**src/rtl/reset_sequencer.sv**
```systemverilog
// Reset sequencer: holds every domain in reset for a fixed period and then
// releases the domains one at a time in index order. Each domain must report
// ready before the next one is released, after a fixed settling delay.
// A level software request re-resets all domains and restarts the sequence.
//
// Optional feature macro: RST_SEQ_TIMEOUT_EN
//   When defined, a domain that never reports ready within TIMEOUT cycles
//   raises a sticky err_timeout, forces every domain back into reset and
//   parks the block in ERR until a software reset handshake.
//   When undefined, the sequencer waits for ready indefinitely and
//   err_timeout is tied low.
module reset_sequencer #(
  parameter int N_DOM     = 4,
  parameter int HOLD_CYC  = 8,
  parameter int STAGE_DLY = 4,
  parameter int TIMEOUT   = 16
) (
  input  logic             clk,
  input  logic             rst,
  input  logic [N_DOM-1:0] dom_ready,
  input  logic             sw_rst_req,
  output logic             sw_rst_ack,
  output logic [N_DOM-1:0] rst_dom,
  output logic             seq_busy,
  output logic             seq_done,
  output logic             err_timeout
);

  localparam int IDX_W = $clog2(N_DOM);

  // Counter end values: an event fires on the Nth edge of a state, i.e. when
  // the counter (cleared on entry) already holds N-1.
  localparam logic [7:0]       HOLD_LAST = 8'(HOLD_CYC - 1);
  localparam logic [7:0]       DLY_LAST  = 8'(STAGE_DLY - 1);
  localparam logic [IDX_W-1:0] IDX_LAST  = IDX_W'(N_DOM - 1);
`ifdef RST_SEQ_TIMEOUT_EN
  localparam logic [7:0]       TO_LAST   = 8'(TIMEOUT - 1);
`endif

  // REL is a recovery state: it re-releases domain idx and resumes waiting.
  // The normal flow releases straight from HOLD/WAIT_DLY so REL is not
  // entered, but it keeps any stray encoding pointing back into the flow.
  typedef enum logic [2:0] {
    HOLD     = 3'd0,
    REL      = 3'd1,
    WAIT_RDY = 3'd2,
    WAIT_DLY = 3'd3,
    DONE     = 3'd4,
    SW_HOLD  = 3'd5
`ifdef RST_SEQ_TIMEOUT_EN
    ,
    ERR      = 3'd6
`endif
  } state_t;

  state_t           state_q, state_d;
  logic [7:0]       cnt_q, cnt_d, cnt_inc;
  logic [IDX_W-1:0] idx_q, idx_d, idx_nxt;
  logic [N_DOM-1:0] rst_dom_q, rst_dom_d;
  logic             busy_q, busy_d;
  logic             done_q, done_d;
  logic             ack_q, ack_d;
`ifdef RST_SEQ_TIMEOUT_EN
  logic             err_q, err_d;
`endif

  assign idx_nxt = idx_q + IDX_W'(1);

  // Next-state, counter, index and reset-vector decode. Software request is
  // checked first so it overrides every state, including a same-edge ready.
  always_comb begin
    state_d   = state_q;
    cnt_d     = cnt_q;
    idx_d     = idx_q;
    rst_dom_d = rst_dom_q;
`ifdef RST_SEQ_TIMEOUT_EN
    err_d     = err_q;
`endif
    cnt_inc   = (cnt_q == 8'hFF) ? cnt_q : cnt_q + 8'd1;

    if (sw_rst_req) begin
      state_d   = SW_HOLD;
      rst_dom_d = '1;
      cnt_d     = '0;
      idx_d     = '0;
    end else begin
      case (state_q)
        HOLD: begin
          rst_dom_d = '1;
          if (cnt_q == HOLD_LAST) begin
            rst_dom_d[0] = 1'b0;
            idx_d        = '0;
            cnt_d        = '0;
            state_d      = WAIT_RDY;
          end else begin
            cnt_d = cnt_inc;
          end
        end

        REL: begin
          rst_dom_d[idx_q] = 1'b0;
          cnt_d            = '0;
          state_d          = WAIT_RDY;
        end

        WAIT_RDY: begin
          if (dom_ready[idx_q]) begin
            cnt_d = '0;
            if (idx_q == IDX_LAST) begin
              state_d = DONE;
            end else begin
              state_d = WAIT_DLY;
            end
          end else begin
`ifdef RST_SEQ_TIMEOUT_EN
            if (cnt_q == TO_LAST) begin
              err_d     = 1'b1;
              rst_dom_d = '1;
              cnt_d     = '0;
              state_d   = ERR;
            end else begin
              cnt_d = cnt_inc;
            end
`else
            cnt_d = cnt_inc;
`endif
          end
        end

        WAIT_DLY: begin
          if (cnt_q == DLY_LAST) begin
            rst_dom_d[idx_nxt] = 1'b0;
            idx_d              = idx_nxt;
            cnt_d              = '0;
            state_d            = WAIT_RDY;
          end else begin
            cnt_d = cnt_inc;
          end
        end

        DONE: begin
          state_d = DONE;
        end

        SW_HOLD: begin
          rst_dom_d = '1;
          cnt_d     = '0;
          idx_d     = '0;
          state_d   = HOLD;
`ifdef RST_SEQ_TIMEOUT_EN
          err_d     = 1'b0;
`endif
        end

`ifdef RST_SEQ_TIMEOUT_EN
        ERR: begin
          rst_dom_d = '1;
          state_d   = ERR;
        end
`endif

        default: begin
          rst_dom_d = '1;
          cnt_d     = '0;
          idx_d     = '0;
          state_d   = HOLD;
        end
      endcase
    end
  end

  // Status flags follow the state being entered so they change on the same
  // edge as the state itself.
  always_comb begin
    busy_d = (state_d == HOLD) || (state_d == REL) ||
             (state_d == WAIT_RDY) || (state_d == WAIT_DLY);
    done_d = (state_d == DONE);
    ack_d  = (state_d == SW_HOLD);
  end

  // State and output registers with synchronous reset back to the start of
  // the hold period.
  always_ff @(posedge clk) begin
    if (rst) begin
      state_q   <= HOLD;
      cnt_q     <= '0;
      idx_q     <= '0;
      rst_dom_q <= '1;
      busy_q    <= 1'b0;
      done_q    <= 1'b0;
      ack_q     <= 1'b0;
    end else begin
      state_q   <= state_d;
      cnt_q     <= cnt_d;
      idx_q     <= idx_d;
      rst_dom_q <= rst_dom_d;
      busy_q    <= busy_d;
      done_q    <= done_d;
      ack_q     <= ack_d;
    end
  end

`ifdef RST_SEQ_TIMEOUT_EN
  // Sticky timeout flag, cleared only by reset or a software reset handshake.
  always_ff @(posedge clk) begin
    if (rst) begin
      err_q <= 1'b0;
    end else begin
      err_q <= err_d;
    end
  end

  assign err_timeout = err_q;
`else
  assign err_timeout = 1'b0;
`endif

  assign rst_dom    = rst_dom_q;
  assign seq_busy   = busy_q;
  assign seq_done   = done_q;
  assign sw_rst_ack = ack_q;

endmodule

```
**config.mk**
```make
export PLATFORM = sky130hd
export DESIGN_NAME = reset_sequencer
export DESIGN_NICKNAME = d
export VERILOG_FILES = /design/src/rtl/reset_sequencer.sv
export SDC_FILE = /design/constraint.sdc
export NUM_CORES = 1
export LEC_CHECK = 0
export CORE_ASPECT_RATIO = 0.75
export CORE_MARGIN = 8
export CORE_UTILIZATION = 25
export CTS_BUF_LIST = sky130_fd_sc_hd__clkbuf_8
export CTS_CLUSTER_DIAMETER = 60
export DETAILED_ROUTE_END_ITERATION = 7
export GPL_TIMING_DRIVEN = 0
export PLACE_DENSITY_LB_ADDON = 0.2
export SLEW_MARGIN = 5
export SYNTH_ARGS = -nofsm -noshare
export SYNTH_HDL_FRONTEND = slang
export SYNTH_SLANG_ARGS = --single-unit
export TNS_END_PERCENT = 1
```
**constraint.sdc**
```tcl
create_clock -name clk -period 4.2 [get_ports clk]
set_input_delay 0.42 -clock clk [delete_from_list [all_inputs] [get_ports clk]]
set_output_delay 0.42 -clock clk [all_outputs]
set_load 0.005 [all_outputs]
```
==> results of run 1 <==
[where the power goes]
part	internal, W	total, W	switching [W]
registers	0.000194	0.000197	0.00000349
logic	0.0000207	0.0000466	0.0000259
clock network	0.000127	0.000193	0.0000661
total	0.000342	0.000437	0.0000955
[state kept, by name, summed over array words and instances (netlist names)]
| signal | count |
|---|---|
| seq_busy | 1 |
| rst_dom | 4 |
| seq_done | 1 |
| state_q | 3 |
| cnt_q | 8 |
| sw_rst_ack | 1 |
| idx_q | 2 |
[worst max path at each step]
stage | start | endpoint | slack [ns]
4_1_cts | idx_q[1] | cnt_q[2] | 2.13
5_1_grt | idx_q[1] | cnt_q[2] | 1.95
3_3_place_gp | dom_ready[2] | cnt_q[5] | 1.89
6_report | cnt_q[0] | cnt_q[5] | 2.12
2_1_floorplan | cnt_q[0] | cnt_q[5] | 2.35
3_5_place_dp | dom_ready[2] | cnt_q[2] | 1.87
[stage by stage]
stage	power, W	util [%]	cell area, sq um
after global routing	0.000456	32.3	1470
final	0.000437	32.3	1470
after global placement	0.000247	30.7	1400
after floorplan	0.000230	-	1200
after CTS	0.000443	32.3	1470
after detailed placement	0.000248	30.7	1400
[cells by family after synthesis]
group                    Yosys count  synth area share, %
AND/OR/NAND/NOR                   71                 29.6
AO/OA/AOI/OAI                     37                 20.8
flip-flops                        20                 33.5
buffers and inverters             14                 5.96
adder cells (fa/ha/maj)            7                 7.32
multiplexers                       3                 2.51
other                              1                0.314
[final cells by class]
cell class              instances  area share (%)
clock buffers                   3            2.81
flip-flops and latches         20            27.3
inverters                       5            1.28
multi-input cells             119            49.3
repair buffers                 13            8.86
plain buffers                   9            3.58
well taps                      57            4.86
clock inverters                 1            2.04
[worst max-delay path: stages (launching register included)]
cell	delay [ns]
dfxtp_1	0.36
ha_1	0.26
nor2b_1	0.19
o211a_1	0.17
a2111oi_4	0.51
or3b_1	0.39
a31oi_1	0.12
[per-layer routing]
layer | global-route usage, % | vias up
met3 | 2.56 | 2
met1 | 11.8 | 519
met5 | 0 | -
met4 | 1.84 | 0
li1 | - | 578
met2 | 10.1 | 17
[layout by cell type, fill, tap and decap left out, types with 3 or more instances in the layout]
cell type / n
dfxtp_1: 20
o21ai_0: 4
nor3_1: 3
ha_1: 7
a31oi_1: 5
mux2i_1: 3
or3b_1: 3
buf_2: 3
inv_1: 5
clkbuf_8: 3
clkdlybuf4s50_1: 13
clkbuf_1: 3
a21oi_1: 18
nand2_1: 23
nor2_1: 14
nor2b_1: 4
nand4_1: 4
nand3_1: 11
==> impl_metrics.toml, run 1 <==
[route]
wl_per_cell_microns = 12.5
wl_met2_mm = 1.10
drt-total-wl_mm = 2.84
drtPass1Iterations = 4
postRouteAntennaNets = 0
dr.first_iter.drc_count = 102
topRoutingLayerUsed = "met4"
met1_length_mm = 1.60
vias = 1116
viasPerCell = 4.92
drc_errors = 0
routed-wl-met3_microns = 114

[final_layout]
multi_input_area_sq_um = 724
register_area_sq_um = 400
fin_nets = 185
instances_no_fill = 227
antenna-diode-count = 0
syn_to_final_growth_pct = 22.8
fill_cells = 473
drive_above_1_share_pct = 8.24

[timing]
setup_ws_ns = 2.12
holdWs_ns = 0.472
finalCriticalPeriod_ns = 2.08
max_freq_mhz = 481
max_slew_margin_pct = 53.7
finalSetupTns_ns = 0
skew_ns = 0.0115
final_max_slew_viol_count = 0
tightest_slew_ns = 0.692
rsz0062_at_grt = "no"
fin_crit_sh_pct = 49.5
hold_viol_final = 0
setup_violations = 0

[yosys]
synthArstFlopShare_pct = 0
yosys_warnings = 0
avgSynthCellArea_sq_um = 7.82
synth-main-ff-cell = "dfxtp_1"
yosysMostFrequentCell = "nand2_1"
ys_top_cells_by_area = "dfxtp_1 33%, a21oi_1 7.5%, ha_1 7.3%, nand2_1 7.2%, nand3_1 4.6%"
synth-edff-count = 0
syn-instance-count = 153
syn_nets = 167
yosysTopAreaCell = "dfxtp_1"
synth.distinct_cells = 36
yosysSeqAreaShare_pct = 33.5
syn_area_sq_um = 1200
ys_ff_latch = 20
synth_commonest_cells = "23 x nand2_1, 20 x dfxtp_1, 18 x a21oi_1, 14 x nor2_1, 11 x nand3_1"
synth_top_area_share_pct = 33.5

[worst_setup_path]
arrival_ns = 2.26
worst_r2r_path_depth = 6
worstReg2RegStart = "cnt_q[0]"
crit_path_max_fanout = 7
crit_path_start_kind = "register"
end_kind = "register"
crit_type = "register to register"
cp.required_ns = 4.38
rrSetupSlack_ns = 2.12
reg2reg_to = "cnt_q[5]"

[global_route]
overflow = 0
grt_start_max_net_pins = 13
grt_pass1_wl_mm = 4.68
track_usage_pct = 7.85
antenna_found_initial = 0
grt_pass1_vias = 989

[floorplan]
die_h_microns = 75.9
pin_count = 15
num_rows = 21
core_sq_um = 4550
design.die.area_sq_um = 7280
die_w_microns = 95.9
start_util_pct = 26.3

[place]
placedCellCount = 223
place_ws_ns = 1.87
globalplace.congestion = 0.824
io_buffers = 13
dp.final_hpwl_mm = 2.16

[worst_hold_path]
holdCritStartpoint = "rst_dom[0]"
hp-class = "register to register"
holdPathStages = 1
hold_end = "rst_dom[0]"

[clock_tree]
htreeDepth = 1
clk-insertion-delay-late_ns = 0.26
root_buffer = "clkbuf_8"
post_cts_resized = 0
clkTransAtPathRegs_ns = 0.08
postCtsSetupRepairBufs = 0
cts_tree = "yes"
clockBufferDepth = 2
numCtsBuffers = 3
cts_hold_buf = 0
cts.sinks = 20

[flow_run]
max_cap_viol_count = 0

[power_and_ir_drop]
pwr_density_cell_nw_per_um2 = 298
irDropWorstVdd_mv = 0.145
leakagePower_nw = 0.509

[status]
status = "finished, final reports clean"
No activity file was read; power rests on OpenSTA's default activity.
==> run 2, diff against run 1 <==
- clock period: 4.2 -> 2 ns (I/O delays scaled with it)
==> impl_metrics.toml, run 2 (synthesis gave the netlist of run 1 again) <==
[status]
status = "finished, final reports clean"

[power_and_ir_drop]
pwr_density_cell_nw_per_um2 = 613
irDropWorstVdd_mv = 0.306
power_w = 0.000926
leakagePower_nw = 0.519

[final_layout]
regMostFlops = "cnt_q"
fin_nets = 186
antenna-diode-count = 0
drive_above_1_share_pct = 12.3
syn_to_final_growth_pct = 26.4
instances_no_fill = 228
mostFrequentLayoutCells = "23 x nand2_1, 18 x a21oi_1, 18 x dfxtp_1"
largest_reg_flops = 8
fin_util_pct = 33.3
final_common_cell = "nand2_1"

[route]
drtPass1Iterations = 4
viasPerCell = 4.99
drt-total-wl_mm = 2.87
drc_errors = 0
dr.first_iter.drc_count = 81
wl_per_cell_microns = 12.6
postRouteAntennaNets = 0
vias = 1138

[worst_setup_path]
reg2reg_to = "cnt_q[5]"
crit_path_start_kind = "register"
crit_type = "register to register"
arrival_ns = 2.10
worst_r2r_path_depth = 6
cp.required_ns = 2.18
end_kind = "register"
worstReg2RegStart = "cnt_q[0]"
rrSetupSlack_ns = 0.08
crit_path_max_fanout = 5

[place]
io_buffers = 13
globalplace.congestion = 0.824
place_ws_ns = -0.108
placedCellCount = 223
dp.final_hpwl_mm = 2.16

[timing]
setup_violations = 0
fin_crit_sh_pct = 95.8
finalCriticalPeriod_ns = 1.92
final_max_slew_viol_count = 0
rsz0062_at_grt = "no"
max_freq_mhz = 522
skew_ns = 0.0109
max_slew_margin_pct = 56.1
finalSetupTns_ns = 0
setup_ws_ns = 0.0836
hold_viol_final = 0
tightest_slew_ns = 0.651

[clock_tree]
numCtsBuffers = 3
clk-insertion-delay-late_ns = 0.26
root_buffer = "clkbuf_8"
cts.sinks = 20
clkTransAtPathRegs_ns = 0.08
clockBufferDepth = 2
htreeDepth = 1
cts_tree = "yes"

[worst_hold_path]
holdPathStages = 1
hp-class = "register to register"
holdCritStartpoint = "rst_dom[0]"
hold_end = "rst_dom[0]"

[global_route]
gr-usage-met3_pct = 2.56
grt_pass1_wl_mm = 4.71
antenna_found_initial = 0
met1_usage_pct = 11.8
overflow = 0
grt-busiest-layer = "met1"
met2_usage_pct = 10.3
grt_pass1_vias = 996
track_usage_pct = 7.89
grt_start_max_net_pins = 13

[flow_run]
max_cap_viol_count = 0

[floorplan]
start_util_pct = 26.3
pin_count = 15
num_rows = 21
die_h_microns = 75.9
design.die.area_sq_um = 7280
die_w_microns = 95.9
core_sq_um = 4550
==> run 2: how the worst max path moves through the flow <==
stage,startpoint,to,slack [ns],depth (start not counted)
2_1_floorplan,cnt_q[0],cnt_q[5],0.15,6
3_3_place_gp,dom_ready[2],cnt_q[5],-0.09,6
3_5_place_dp,dom_ready[2],cnt_q[2],-0.11,7
4_1_cts,cnt_q[0],cnt_q[5],0.07,6
5_1_grt,idx_q[1],cnt_q[5],0.009,5
6_report,cnt_q[0],cnt_q[5],0.08,6
==> run 2: layout make-up <==
cell class / instances / area [sq um]
Multi-Input combinational cell: 119 / 751
Tap cell: 57 / 71.3
Timing Repair Buffer: 14 / 138
Sequential cell: 20 / 405
Inverter: 5 / 18.8
Clock inverter: 1 / 30.0
Clock buffer: 3 / 41.3
Fill cell: 467 / 3030
Buffer: 9 / 56.3
==> run 2: timing repair <==
action	in CTS	in global routing
gates cloned	0	0
setup buffers	1	0
hold endpoints to repair	0	0
gates resized for setup	1	8
setup endpoints to repair	5	9
pin swaps	1	1
hold buffers	0	0
==> run 2: where the power goes <==
group / switching [W] / internal [W]
clock network: 0.000140 / 0.000267
registers: 0.00000808 / 0.000406
logic: 0.0000565 / 0.0000484
total: 0.000205 / 0.000722
==> run 2: metal layers <==
| layer | wire (microns) | up-vias |
|---|---|---|
| li1 | - | 580 |
| met1 | 1580 | 528 |
| met2 | 1120 | 28 |
| met3 | 137 | 2 |
| met4 | 32 | 0 |
| met5 | 0 | - |
==> run 2: critical path, stage by stage, from the launching register on <==
cell and delay, ns:
dfxtp_4 0.37, ha_4 0.17, nor2b_2 0.17, o211a_1 0.16
a2111oi_4 0.46, or3b_1 0.38, a31oi_1 0.12
==> run 2: metrics by stage <==
step / area (sq um) / hold slack (ns)
floorplan: 1200 / 0.267
global placement: 1400 / 0.446
detailed placement: 1400 / 0.461
CTS: 1480 / 0.478
global route: 1510 / 0.524
finish: 1510 / 0.472
